==> config.mk <==
export PLATFORM = sky130hd
export DESIGN_NAME = half_adder_str_flat
export DESIGN_NICKNAME = d
export VERILOG_FILES = /design/src/rtl/half_adder_str_if.sv /design/src/rtl/half_adder_str.sv /design/src/flat_wrapper.sv
export SDC_FILE = /design/constraint.sdc
export NUM_CORES = 1
export LEC_CHECK = 0
export CORE_MARGIN = 8
export CORE_UTILIZATION = 47
export DETAILED_ROUTE_END_ITERATION = 8
export PLACE_DENSITY = 0.83
export SYNTH_ARGS = -nofsm -noshare
export SYNTH_HDL_FRONTEND = slang
export SYNTH_SLANG_ARGS = --single-unit
==> constraint.sdc <==
create_clock -name clk -period 2.42 [get_ports clk]
set_input_delay 0.242 -clock clk [delete_from_list [all_inputs] [get_ports clk]]
set_output_delay 0.242 -clock clk [all_outputs]
set_load 0.02 [all_outputs]
==> src/rtl/half_adder_str_if.sv <==
// Lane data bus for half_adder_str: a/b operands in, registered sum/carry,
// valid flag and carry-event tally out.
interface half_adder_str_if #(
  parameter int WIDTH = 1,
  parameter int CNT_W = 16
) ();
  logic [WIDTH-1:0] a;
  logic [WIDTH-1:0] b;
  logic             in_valid;
  logic [WIDTH-1:0] sum;
  logic [WIDTH-1:0] carry;
  logic             out_valid;
  logic [CNT_W-1:0] carry_cnt;

  modport master (
    output a, b, in_valid,
    input  sum, carry, out_valid, carry_cnt
  );

  modport slave (
    input  a, b, in_valid,
    output sum, carry, out_valid, carry_cnt
  );
endinterface

==> src/rtl/half_adder_str.sv <==
// Gate-level half-adder lanes with a one-cycle registered output stage
// and a saturating count of accepted inputs that produced any carry.
module half_adder_str_lane (
  input  logic i_a,
  input  logic i_b,
  output logic o_sum,
  output logic o_carry
);
  xor u_xor (o_sum, i_a, i_b);
  and u_and (o_carry, i_a, i_b);
endmodule

module half_adder_str #(
  parameter int WIDTH = 1,
  parameter int CNT_W = 16
) (
  input  logic          clk,
  input  logic          rst,
  half_adder_str_if.slave ifc
);
  localparam int STAGES = 1;

  logic [WIDTH-1:0] w_sum;
  logic [WIDTH-1:0] w_carry;
  logic [WIDTH-1:0] r_sum;
  logic [WIDTH-1:0] r_carry;
  logic [CNT_W-1:0] r_carry_cnt;
  logic [STAGES:1]  r_vld_pipe;
  logic             w_cnt_inc;

  half_adder_str_lane u_lane [WIDTH-1:0] (
    .i_a     (ifc.a),
    .i_b     (ifc.b),
    .o_sum   (w_sum),
    .o_carry (w_carry)
  );

  // Counter stops at all-ones instead of wrapping.
  assign w_cnt_inc = ifc.in_valid && (|w_carry) && (r_carry_cnt != {CNT_W{1'b1}});

  always_ff @(posedge clk) begin
    if (rst) begin
      r_sum       <= '0;
      r_carry     <= '0;
      r_vld_pipe  <= '0;
      r_carry_cnt <= '0;
    end else begin
      r_vld_pipe[1] <= ifc.in_valid;
      if (ifc.in_valid) begin
        r_sum   <= w_sum;
        r_carry <= w_carry;
      end
      if (w_cnt_inc) r_carry_cnt <= r_carry_cnt + 1'b1;
    end
  end

  assign ifc.sum       = r_sum;
  assign ifc.carry     = r_carry;
  assign ifc.out_valid = r_vld_pipe[STAGES];
  assign ifc.carry_cnt = r_carry_cnt;
endmodule

==> src/flat_wrapper.sv <==
// flat-port wrapper written by rule: the top's interface ports become plain ports
module half_adder_str_flat 
#(
  parameter int WIDTH = 1,
  parameter int CNT_W = 16
)
  (clk, rst, ifc_a, ifc_b, ifc_in_valid, ifc_sum, ifc_carry, ifc_out_valid, ifc_carry_cnt);
  half_adder_str_if #(.WIDTH(WIDTH), .CNT_W(CNT_W)) ifc_i ();
  input  logic clk;
  input  logic rst;
  input wire logic [$bits(ifc_i.a)-1:0] ifc_a;
  input wire logic [$bits(ifc_i.b)-1:0] ifc_b;
  input wire logic [$bits(ifc_i.in_valid)-1:0] ifc_in_valid;
  output wire logic [$bits(ifc_i.sum)-1:0] ifc_sum;
  output wire logic [$bits(ifc_i.carry)-1:0] ifc_carry;
  output wire logic [$bits(ifc_i.out_valid)-1:0] ifc_out_valid;
  output wire logic [$bits(ifc_i.carry_cnt)-1:0] ifc_carry_cnt;
  assign ifc_i.a = ifc_a;
  assign ifc_i.b = ifc_b;
  assign ifc_i.in_valid = ifc_in_valid;
  assign ifc_sum = ifc_i.sum;
  assign ifc_carry = ifc_i.carry;
  assign ifc_out_valid = ifc_i.out_valid;
  assign ifc_carry_cnt = ifc_i.carry_cnt;
  half_adder_str #(.WIDTH(WIDTH), .CNT_W(CNT_W)) u_core (.clk(clk), .rst(rst), .ifc(ifc_i));
endmodule
* Word level (Yosys, flattened, before mapping)
Index checks and enable logic that the tools add are counted.
** Word-level totals
- Input bits :: 5
- Word-level logic and storage cells :: 10
- Register bits :: 19
- Output and inout port bits :: 19
** Operators by class
- Reduce and logical (&&, ||, !) cells :: 2
- Eq/ne operators :: 1
- Add/sub/neg operators :: 1
- Bitwise logic cells :: 2
** Operators with widths (number)
- $add 16x1->16 const B :: 1
- $ne 16x16->1 const B :: 1
- $logic_and 1x1->1 :: 2
- $and 1x1->1 :: 1
- $xor 1x1->1 :: 1

* Depth between registers and ports, before layout
- Depth in word-level cells :: 3
- Depth in mapped cells :: 6
- Depth with buffers taken out :: 5

* Hierarchy
Synthesis repeated with hierarchy kept, for this count alone.
** Second synthesis, totals
- Cell total of the unflattened synthesis :: 106
- Area, all modules :: 957.2 µm²
** By module, submodules not included
- half_adder_str :: sequential area each 380.4 µm², cells each 105, times used 1, area an instance 944.7 µm²
- half_adder_str_lane :: sequential area each 0.0 µm², cells each 1, times used 1, area an instance 12.5 µm²

* Least setup slack after synthesis
OpenSTA, ideal clock, no wires.
- Path kind :: register to register
- Start point :: register u_core.r_carry_cnt[0] (netlist: u_core.ifc.carry_cnt[0])
- End point :: register u_core.r_carry_cnt[14] (netlist: u_core.ifc.carry_cnt[14])
- Stages on the path, launching flop included :: 6
- Path buffers :: 0
- Arrival :: 1783 ps
- Slack :: 567 ps
- Period minus slack after synthesis :: 1853 ps
- Setup time :: 70 ps
- Data required time :: 2350 ps
- Path through :: dfxtp_1 -> ha_1 -> nand2_1 -> or3_1 -> or4_1 -> a21oi_1
** On the way
- Word-level cells in the longest chain between the ends :: 2
- Elaborated cells between the ends (all ways) :: 3
- Classes of those cells :: 1 x add/sub; 1 x eq/ne; 1 x reduce/logical
** RTL lines
- from (decl) :: line half_adder_str.sv:27 : logic [CNT_W-1:0] r_carry_cnt;
- from (signal assigned) :: line half_adder_str.sv:53 : if (w_cnt_inc) r_carry_cnt <= r_carry_cnt + 1'b1;
- branches (longest 2 deep; another with $add 16x1->16)
Several ways; the timed one is not identified.
A chain may end at the register's enable or synchronous reset.

* Final worst setup path
Same ends and word-level chain as after synthesis.

==> metrics <==
post-synthesis average cell area=8.62 µm²; main combinational cell family by area after synthesis=simple AND/OR/NAND/NOR gates; syn nets=114; HP Start=u_core.ifc.carry$_SDFFE_PP0P_; CP max-delay cell=or3_1; Cell Pwr Density=424 nW/µm²; worst reg2reg setup slack=0.51 ns; initial antenna violation count=0; H-tree levels=1; DIE WIDTH=60.3 µm; Initial Util=0.485; DR DRC count=0; count of cell types in the netlist=31; WP data required=2.66 ns; GR Overflow Total=0; Routed wire per std cell=13.6 µm; cts bufs inserted=3; final WL=2200 µm; num rows=16; Final period util=0.791; CTS root buffer=clkbuf_4; Post-Synth XOR/XNOR Area=0; via-per-instance ratio=5.73; top post-synthesis cells by area=dfxtp_1 41%, a21oi_1 4.9%, nor3_1 4.9%; fin area=1220 µm²; via count=923; max_slew headroom=0.658; clock transition at the registers of the reported paths=0.11 ns; total die area=3640 µm²; Mapped Cells=107; Hold Path Depth=2; dpl cells=157; worst hold path class=register to register; Hold-fix buffers, CTS=0; critical-path cell list=ha_1 -> nand2_1 -> or3_1 -> or4_1 -> a21oi_1; ant diodes=0; VDD IR max=0.329 mV; Yosys warnings=0; Max Buffers Root-to-Sink=2; number of detailed-route iterations in the first pass=4; final hold vios=0; Compound-Gate Fraction of Synth Area=0.149; Sink Count=19; FILL cells=161; synthesized-area fraction occupied by adder cells=0.0271; worst slew pin tran=0.512 ns; RR Startpoint=u_core.ifc.carry_cnt[0]$_SDFFE_PP0P_; Mapped Area=922 µm²; final non-filler cell total=161; Max Cap Viol=0; clock power share=0.312; global-route wire length before repair=3770 µm; DR iter-0 viols=30; Peak Freq=522 MHz; CP Max Fanout=6; Total GRT Usage=0.133; Post-CTS Setup Bufs=0; Hold Path End=u_core.ifc.carry$_SDFFE_PP0P_; Post-CTS Resized=0; Yosys top cell by area=dfxtp_1; RSZ-0062 raised after global routing=false; status=finished clean; Post-DRT Antenna Nets=0; mux share of post-synthesis cell area=0.0475; layout cells sized above 1=0.112; endpoints failing setup=0; Area growth syn-to-layout=32.7%; area share of the largest cell type after synthesis=0.412; vias in the first global route=864; switch share=0.234; P_leak=0.383 nW; DP Area=1200 µm²; die height=60.3 µm; Net Switching=0.000121 W; critical path class=register to register; DP HPWL=1620 µm; Synth Area in Simple Gates=0.346; startpoint types=register; Internal=0.000397 W; path depth of the worst reg2reg path=5; Seq/Total Area, Yosys=0.412; CTS tree=done; CP Data Arrival Time=2.15 ns; Final #Nets=142; Yosys reg bits=19; Slew Limit Fails=0; Worst Skew=0.00794 ns; worst skew pair latency=0.30 ns; RD Place Congestion=0.848; setup_tns=0 ns; IO Port Bufs=23; largest net degree at the start of global routing=16; combinational power share=0.073; core region area=1900 µm²; Tmin final=1.91 ns; Seq pwr share=0.615; r2r endpoint=u_core.ifc.carry_cnt[14]$_SDFFE_PP0P_; Worst setup EP type=register; Ports=24; max incr delay on CP=0.51 ns
## final cells by class
| type | instances | area (µm²) | share of cell area |
|---|---|---|---|
| multi-input cells | 84 | 526 | 0.429 |
| inverters | 1 | 3.75 | 0.00307 |
| repair buffers | 26 | 253 | 0.207 |
| clock inverters | 1 | 5.00 | 0.00409 |
| well taps | 27 | 33.8 | 0.0276 |
| clock buffers | 3 | 22.5 | 0.0184 |
| flip-flops and latches | 19 | 380 | 0.311 |
## layer usage
metal,part of all wire,routed length [µm],up-vias,GRT usage
li1,-,-,457,-
met1,0.45,977,424,0.160
met2,0.46,1010,37,0.206
met3,0.079,173,5,0.0387
met4,0.017,38,0,0.0680
met5,0,0,-,0
## cell usage in the layout (no fill, tap or decap)
cell type and count:
a31oi_1 2, nor2b_1 4, nor4b_1 1, nand2_1 7
nor3b_1 1, inv_1 1, or3_1 5, dfxtp_1 19
a21oi_1 9, nor2_1 8, nor4_1 1, nor3_1 9
mux2i_1 1, nand2b_1 1, or2_2 1, nand3_1 5
and4_1 1, ha_1 2, o31ai_1 4, clkdlybuf4s50_1 23
or4_1 5, o21ba_2 1, clkinv_2 1, o21a_1 2
buf_4 3, nor4_2 1, nand4_1 3, clkbuf_4 3
o21ai_0 5, or3_4 1, nand4_2 1, mux2_2 3
## sequential cells by signal, summed over array words and instances, names as in the netlist
signal	count
u_core.ifc.carry_cnt	16
u_core.ifc.sum	1
u_core.ifc.carry	1
u_core.ifc.out_valid	1
## synthesized netlist by cell type (all sizes together)
master	n
a31oi	2
inv	1
nor4	2
and4	1
nand2	7
or2	1
nor3b	1
nor4b	1
nor3	9
o31ai	4
clkbuf	1
mux2i	1
nand3	5
nand2b	1
dfxtp	19
a21oi	9
nand4	4
buf	2
or4	5
nor2	8
nor2b	4
mux2	3
o21a	2
o21ai	5
or3	6
o21ba	1
ha	2
## power groups by stage
stage / Sequential [W] / Combinational [W] / Clock [W]
2_1_floorplan: 0.000330 / 0.0000129 / 0
3_3_place_gp: 0.000326 / 0.0000379 / 0
3_5_place_dp: 0.000326 / 0.0000381 / 0
4_1_cts: 0.000319 / 0.0000384 / 0.000164
5_1_grt: 0.000319 / 0.0000415 / 0.000181
6_report: 0.000319 / 0.0000379 / 0.000161
## through the flow
stage                util  power [W]  hold slack (ns)  setup slack [ns]
floorplan               -   0.000343            0.370             0.567
global placement    0.629   0.000364            0.463             0.345
detailed placement  0.629   0.000364            0.487             0.297
CTS                 0.643   0.000521            0.505             0.532
global route        0.643   0.000542            0.542             0.405
finish              0.643   0.000518            0.491             0.505
## worst max-delay path by stage
| stage | start | to | slack [ns] |
|---|---|---|---|
| global route | u_core.ifc.carry_cnt[0]$_SDFFE_PP0P_ | u_core.ifc.carry_cnt[14]$_SDFFE_PP0P_ | 0.40 |
| floorplan | u_core.ifc.carry_cnt[0]$_SDFFE_PP0P_ | u_core.ifc.carry_cnt[14]$_SDFFE_PP0P_ | 0.57 |
| CTS | u_core.ifc.carry_cnt[0]$_SDFFE_PP0P_ | u_core.ifc.carry_cnt[14]$_SDFFE_PP0P_ | 0.53 |
| detailed placement | ifc_b | u_core.ifc.carry_cnt[13]$_SDFFE_PP0P_ | 0.30 |
| finish | u_core.ifc.carry_cnt[0]$_SDFFE_PP0P_ | u_core.ifc.carry_cnt[14]$_SDFFE_PP0P_ | 0.51 |
| global placement | ifc_b | u_core.ifc.carry_cnt[9]$_SDFFE_PP0P_ | 0.35 |
## cells by family after synthesis
kind of cell	after synthesis
and+or+nand+nor	55
muxes	4
DFF	19
adders and majority gates	2
buffers and inverters	4
AOI/OAI and AO/OA	23
## critical path, delay by kind of cell (launching register included)
kind,cells,cell delay (ns)
AOI/OAI and AO/OA,1,0.14
and+or+nand+nor,3,1.09
DFF,1,0.41
adders and majority gates,1,0.21
No activity file was read; power rests on OpenSTA's default activity.
